--- config.mk ---
export PLATFORM = sky130hd
export DESIGN_NAME = muldiv_unit
export DESIGN_NICKNAME = d
export VERILOG_FILES = /design/src/rtl/muldiv_pkg.sv /design/src/rtl/muldiv_step.sv /design/src/rtl/muldiv_unit.sv
export SDC_FILE = /design/constraint.sdc
export NUM_CORES = 1
export LEC_CHECK = 0
export ABC_CLOCK_PERIOD_IN_PS = 3500
export CELL_PAD_IN_SITES_DETAIL_PLACEMENT = 1
export CELL_PAD_IN_SITES_GLOBAL_PLACEMENT = 1
export CORE_AREA = 3 3 155 270
export CTS_BUF_LIST = sky130_fd_sc_hd__clkbuf_8
export DETAILED_ROUTE_END_ITERATION = 7
export DIE_AREA = 0 0 158 273
export PLACE_DENSITY = 0.67
export SYNTH_ARGS = -nofsm -noshare
export SYNTH_HDL_FRONTEND = slang
export SYNTH_SLANG_ARGS = --single-unit
--- constraint.sdc ---
create_clock -name clk -period 3.5 [get_ports clk]
set_clock_uncertainty 0.15 [all_clocks]
set_input_delay 0.525 -clock clk [delete_from_list [all_inputs] [get_ports clk]]
set_output_delay 0.525 -clock clk [all_outputs]
set_load 0.03 [all_outputs]
--- src/rtl/muldiv_pkg.sv ---
// Shared encodings for the iterative multiply/divide unit: operation codes,
// FSM states and operand-signedness decode helpers.
package muldiv_pkg;

    typedef enum logic [2:0] {
        OP_MUL    = 3'b000,
        OP_MULH   = 3'b001,
        OP_MULHSU = 3'b010,
        OP_MULHU  = 3'b011,
        OP_DIV    = 3'b100,
        OP_DIVU   = 3'b101,
        OP_REM    = 3'b110,
        OP_REMU   = 3'b111
    } op_e;

    typedef enum logic [1:0] {
        IDLE = 2'd0,
        CALC = 2'd1,
        DONE = 2'd2
    } state_e;

    function automatic logic op_is_div(input op_e o);
        return o inside {OP_DIV, OP_DIVU, OP_REM, OP_REMU};
    endfunction

    function automatic logic op_is_rem(input op_e o);
        return o inside {OP_REM, OP_REMU};
    endfunction

    function automatic logic op_signed_a(input op_e o);
        return o inside {OP_MUL, OP_MULH, OP_MULHSU, OP_DIV, OP_REM};
    endfunction

    function automatic logic op_signed_b(input op_e o);
        return o inside {OP_MUL, OP_MULH, OP_DIV, OP_REM};
    endfunction

endpackage

--- src/rtl/muldiv_step.sv ---
// One iteration of the unsigned datapath: shift-add for multiply (hi:lo is the
// partial product, lo holds the remaining multiplier bits) or restoring
// shift-subtract for divide (hi is the partial remainder, lo the quotient).
module muldiv_step #(
    parameter int XLEN = 32
) (
    input  logic            is_div_i,
    input  logic [XLEN-1:0] hi_i,
    input  logic [XLEN-1:0] lo_i,
    input  logic [XLEN-1:0] m_i,
    output logic [XLEN-1:0] hi_o,
    output logic [XLEN-1:0] lo_o
);

    logic [XLEN:0] sum;
    logic [XLEN:0] shifted;
    logic [XLEN:0] diff;

    always_comb begin
        sum     = {1'b0, hi_i} + (lo_i[0] ? {1'b0, m_i} : '0);
        shifted = {hi_i, lo_i[XLEN-1]};
        diff    = shifted - {1'b0, m_i};
        if (is_div_i) begin
            // Partial remainder stays below 2*divisor, so bit XLEN of diff is a true sign.
            if (!diff[XLEN]) begin
                hi_o = diff[XLEN-1:0];
                lo_o = {lo_i[XLEN-2:0], 1'b1};
            end else begin
                hi_o = shifted[XLEN-1:0];
                lo_o = {lo_i[XLEN-2:0], 1'b0};
            end
        end else begin
            hi_o = sum[XLEN:1];
            lo_o = {sum[0], lo_i[XLEN-1:1]};
        end
    end

endmodule

--- src/rtl/muldiv_unit.sv ---
// Iterative RV-style multiply/divide unit with valid/ready handshakes.
// Build option MULDIV_EARLY_OUT_EN: zero divisor or zero multiplicand finishes at once.
module muldiv_unit
    import muldiv_pkg::*;
#(
    parameter int XLEN = 32
) (
    input  logic            clk,
    input  logic            rst,
    input  logic            in_valid,
    output logic            in_ready,
    input  logic [2:0]      op,
    input  logic [XLEN-1:0] opa,
    input  logic [XLEN-1:0] opb,
    output logic            out_valid,
    input  logic            out_ready,
    output logic [XLEN-1:0] result
);

    localparam int CW = $clog2(XLEN + 1);
    localparam logic [CW-1:0] LAST = CW'(XLEN);

    state_e          state_q, state_d;
    op_e             op_q, op_d;
    logic [CW-1:0]   count_q, count_d;
    logic [XLEN-1:0] hi_q, hi_d, lo_q, lo_d, m_q, m_d;
    logic [XLEN-1:0] result_q, result_d;
    logic            neg_q, neg_d;

    op_e             op_in;
    logic            a_neg, b_neg;
    logic [XLEN-1:0] a_mag, b_mag;
    logic [XLEN-1:0] step_hi, step_lo;
    logic [2*XLEN-1:0] prod_fix;
    logic [XLEN-1:0] q_fix, r_fix, final_res;

    muldiv_step #(.XLEN(XLEN)) u_step (
        .is_div_i (op_is_div(op_q)),
        .hi_i     (hi_q),
        .lo_i     (lo_q),
        .m_i      (m_q),
        .hi_o     (step_hi),
        .lo_o     (step_lo)
    );

    always_comb begin
        op_in = op_e'(op);
        a_neg = op_signed_a(op_in) & opa[XLEN-1];
        b_neg = op_signed_b(op_in) & opb[XLEN-1];
        a_mag = a_neg ? -opa : opa;
        b_mag = b_neg ? -opb : opb;
    end

    // neg_q holds the sign to apply to whichever half the op selects.
    always_comb begin
        prod_fix = neg_q ? -{hi_q, lo_q} : {hi_q, lo_q};
        q_fix    = neg_q ? -lo_q : lo_q;
        r_fix    = neg_q ? -hi_q : hi_q;
        case (op_q)
            OP_MUL:                       final_res = prod_fix[XLEN-1:0];
            OP_MULH, OP_MULHSU, OP_MULHU: final_res = prod_fix[2*XLEN-1:XLEN];
            OP_DIV, OP_DIVU:              final_res = q_fix;
            default:                      final_res = r_fix;
        endcase
    end

    always_comb begin
        state_d  = state_q;
        op_d     = op_q;
        count_d  = count_q;
        hi_d     = hi_q;
        lo_d     = lo_q;
        m_d      = m_q;
        neg_d    = neg_q;
        result_d = result_q;
        case (state_q)
            IDLE: begin
                if (in_valid) begin
                    op_d    = op_in;
                    count_d = '0;
                    hi_d    = '0;
                    state_d = CALC;
                    if (op_is_div(op_in)) begin
                        lo_d = a_mag;
                        m_d  = b_mag;
                        // A zero divisor must yield an all-ones quotient regardless of signs.
                        neg_d = op_is_rem(op_in) ? a_neg : ((a_neg ^ b_neg) & (opb != '0));
                    end else begin
                        lo_d  = b_mag;
                        m_d   = a_mag;
                        neg_d = a_neg ^ b_neg;
                    end
`ifdef MULDIV_EARLY_OUT_EN
                    if (opb == '0 || (!op_is_div(op_in) && opa == '0)) begin
                        state_d  = DONE;
                        result_d = !op_is_div(op_in) ? '0 : (op_is_rem(op_in) ? opa : '1);
                    end
`endif
                end
            end
            CALC: begin
                if (count_q == LAST) begin
                    result_d = final_res;
                    state_d  = DONE;
                end else begin
                    hi_d    = step_hi;
                    lo_d    = step_lo;
                    count_d = count_q + 1'b1;
                end
            end
            DONE: begin
                if (out_ready) begin
                    result_d = '0;
                    state_d  = IDLE;
                end
            end
            default: state_d = IDLE;
        endcase
    end

    always_ff @(posedge clk) begin
        if (rst) begin
            state_q  <= IDLE;
            op_q     <= OP_MUL;
            count_q  <= '0;
            hi_q     <= '0;
            lo_q     <= '0;
            m_q      <= '0;
            neg_q    <= 1'b0;
            result_q <= '0;
        end else begin
            state_q  <= state_d;
            op_q     <= op_d;
            count_q  <= count_d;
            hi_q     <= hi_d;
            lo_q     <= lo_d;
            m_q      <= m_d;
            neg_q    <= neg_d;
            result_q <= result_d;
        end
    end

    assign in_ready  = (state_q == IDLE);
    assign out_valid = (state_q == DONE);
    assign result    = (state_q == DONE) ? result_q : '0;

endmodule
==> results.json <==
{
  "dr.pass1.iters": 6,
  "grt_max_degree": 86,
  "holdPathStages": 2,
  "clockRootBuffer": "clkbuf_8",
  "ff_latch_area_um2": 2810,
  "yosysWarnings": 0,
  "detail-route-antenna-nets": 0,
  "status": "completed",
  "r2r-start": "lo_q[31]",
  "cts_max_level": 4,
  "async_reset_ff_frac": 0,
  "cts_hold_repair.buffers": 0,
  "crit_type": "register to register",
  "cts_tree": "done",
  "globalplace.congestion": 1.01,
  "grt_use_met3": 0.0347,
  "nFillCells": 5042,
  "leakagePower_nw": 7.29,
  "cts_buffer_depth": 2,
  "die_h_um": 273,
  "slew_viol_final": 0,
  "areaGrowthSynthToFinish_pct": 26.4,
  "rows": 97,
  "grt_overflow_total": 0,
  "clkSinkCount": 140,
  "post-place-cells": 2652,
  "clk_pin_slew_worst_paths_ns": 0.09,
  "synth_top_area_share": 0.202,
  "grtUsageMet2": 0.560,
  "synth_fp_nets": 2087,
  "whs_endpoint": "result_q[30]",
  "r2r_slack_ns": 0.09,
  "hold_class": "primary input to register",
  "post-dp-hpwl_um": 56500,
  "synth_edf_count": 0,
  "slew_headroom": 0.228,
  "finish.utilization": 0.440,
  "fin_nets": 2327,
  "end_kind": "register",
  "crit_arrival_ns": 3.72,
  "dieArea_um2": 43100,
  "clk_latency_ns": 0.51,
  "worst-path-max-fanout": 6,
  "whs_ns": 0.247,
  "core_area_um2": 39900,
  "period_minus_slack_ns": 3.41,
  "place_area_um2": 16900,
  "layout.cells.non_filler": 2695,
  "synth_common_cells": "nand2_1 (224), nor2_1 (191), a21oi_1 (168)",
  "vias": 15900,
  "antenna_found_initial": 3,
  "hold_viol": 0,
  "ir_worst_vdd_uv": 262,
  "fin_tns_setup_ns": 0,
  "numCtsBuffers": 17,
  "worstMarginPinSlew_ns": 1.15,
  "grt_pass1_wl_um": 101000,
  "drive_gt1_frac": 0.166,
  "vias_per_cell": 5.89,
  "drc": 0,
  "multi_input_area_um2": 10500,
  "synth_top_area_cell": "dfxtp_1",
  "grt_usage": 0.312,
  "start_util": 0.348,
  "grt_pass1_vias": 16600,
  "avgSynthCellArea_um2": 7.15,
  "timing.rr.end": "hi_q[19]",
  "die_w_um": 158,
  "port_buffers": 104,
  "synthTopCellsByArea": "dfxtp_1 (20%), ha_1 (6.3%), xor2_1 (6.3%), xnor2_1 (6.2%), a21oi_1 (6.0%)",
  "yosysSeqAreaShare": 0.202,
  "drtIter0Drc": 998,
  "maxCapViolCount": 0,
  "max_freq_mhz": 293,
  "syn_area_um2": 13900,
  "use_met1": 0.302,
  "io_pins": 105,
  "ff2ff_path_depth": 15,
  "routedWlPerCell_um": 25.5,
  "start_kind": "register",
  "critPathLaunch": "lo_q[31]",
  "cp.required_ns": 3.81,
  "ys_ff_latch": 140,
  "wl_um": 68800,
  "synth.distinct_cells": 72,
  "synth-main-ff-cell": "dfxtp_1",
  "syn_inst": 1944,
  "post-route-period-util": 0.975,
  "setup_viol": 0,
  "final_area_um2": 17600,
  "min_from": "rst",
  "power.density_nw_per_um2": 327,
  "busiest_layer": "met2",
  "synth_most_common_cell": "nand2_1"
}
==> layout by cell type (no fill, tap or decap), types with 17 or more instances in the layout <==
master	synthesis	final
xor2_1	100	100
nor2_1	191	187
o21ai_0	124	117
xnor2_1	99	98
and2_1	43	43
nand2_1	224	224
a21oi_1	168	161
a21o_1	28	28
mux2i_1	62	62
buf_4	0	246
nand2b_1	18	17
or3_1	24	23
clkdlybuf4s50_1	0	102
inv_1	61	60
nor3_1	57	56
ha_1	70	70
a211oi_1	32	29
nand3_1	35	34
clkbuf_8	0	19
dfxtp_1	140	136
o31ai_1	29	28
a31oi_1	27	26
==> per-layer routing <==
| layer | part of all wire | wire length, µm |
|---|---|---|
| met5 | 0 | 0 |
| met3 | 0.033 | 2300 |
| met2 | 0.50 | 34600 |
| met4 | 0.12 | 8270 |
| met1 | 0.34 | 23600 |
==> registers in the layout, indices dropped and copies added, names as in the netlist <==
register and flops:
hi_q 32, lo_q 32, m_q 32, result_q 32, count_q 6, op_q 3
state_q 2, neg_q 1
==> per-stage QoR <==
step	total power, mW	setup slack (ns)
2_1_floorplan	3.24	0.0818
3_3_place_gp	4.30	-0.451
3_5_place_dp	4.35	-0.424
4_1_cts	5.69	0.000997
5_1_grt	6.04	-0.0654
6_report	5.75	0.0866
==> worst max-delay path by stage <==
stage / endpoint / slack [ns] / cells past startpoint
final: hi_q[19] / 0.09 / 15
after global routing: hi_q[19] / -0.07 / 15
after CTS: hi_q[25] / 0.001 / 16
after detailed placement: lo_q[18] / -0.42 / 11
after global placement: lo_q[18] / -0.45 / 11
after floorplan: hi_q[5] / 0.08 / 13
==> repair_timing <==
item,4_1_cts,5_1_grt
pin swaps,3,13
cloned,0,0
resized for setup,11,40
setup endpoints to repair,28,38
buffers inserted,0,8
==> critical path, stage by stage (launching register included) <==
cell,delay [ns]
dfxtp_1,0.34
inv_1,0.06
ha_1,0.23
fa_2,0.36
nand2b_4,0.16
a21oi_2,0.16
o211ai_1,0.10
buf_4,0.16
a211oi_2,0.29
buf_4,0.19
or3_4,0.14
nand3_4,0.12
buf_6,0.18
or3b_2,0.46
a21oi_1,0.16
a221o_1,0.12
==> logic make-up (layout without fill, tap and decap cells) <==
| group | Yosys count | count (layout) | share of synthesized area |
|---|---|---|---|
| adders and majority gates | 72 | 72 | 0.0659 |
| and+or+nand+nor | 689 | 689 | 0.234 |
| other | 0 | 3 | 0 |
| DFF | 140 | 140 | 0.202 |
| buffers and inverters | 199 | 452 | 0.0553 |
| muxes | 68 | 68 | 0.0495 |
| xor gates and xnor gates | 199 | 199 | 0.125 |
| AOI/OAI and AO/OA | 577 | 577 | 0.268 |
==> cell type report <==
class	instances	area share
repair buffers	358	0.171
clock buffers	19	0.0149
clock inverters	13	0.00598
well taps	495	0.0352
flip-flops and latches	140	0.160
inverters	62	0.0135
multi-input cells	1605	0.599
diodes	3	0.000427
==> power by group <==
group | total, mW | leakage, nW | switching, mW | internal [mW]
Sequential | 1.81 | 1.14 | 0.122 | 1.69
Clock | 1.32 | 0.177 | 0.781 | 0.542
Combinational | 2.62 | 5.97 | 1.56 | 1.06
Total | 5.75 | 7.29 | 2.47 | 3.29
(Power assumes the default switching activity.)
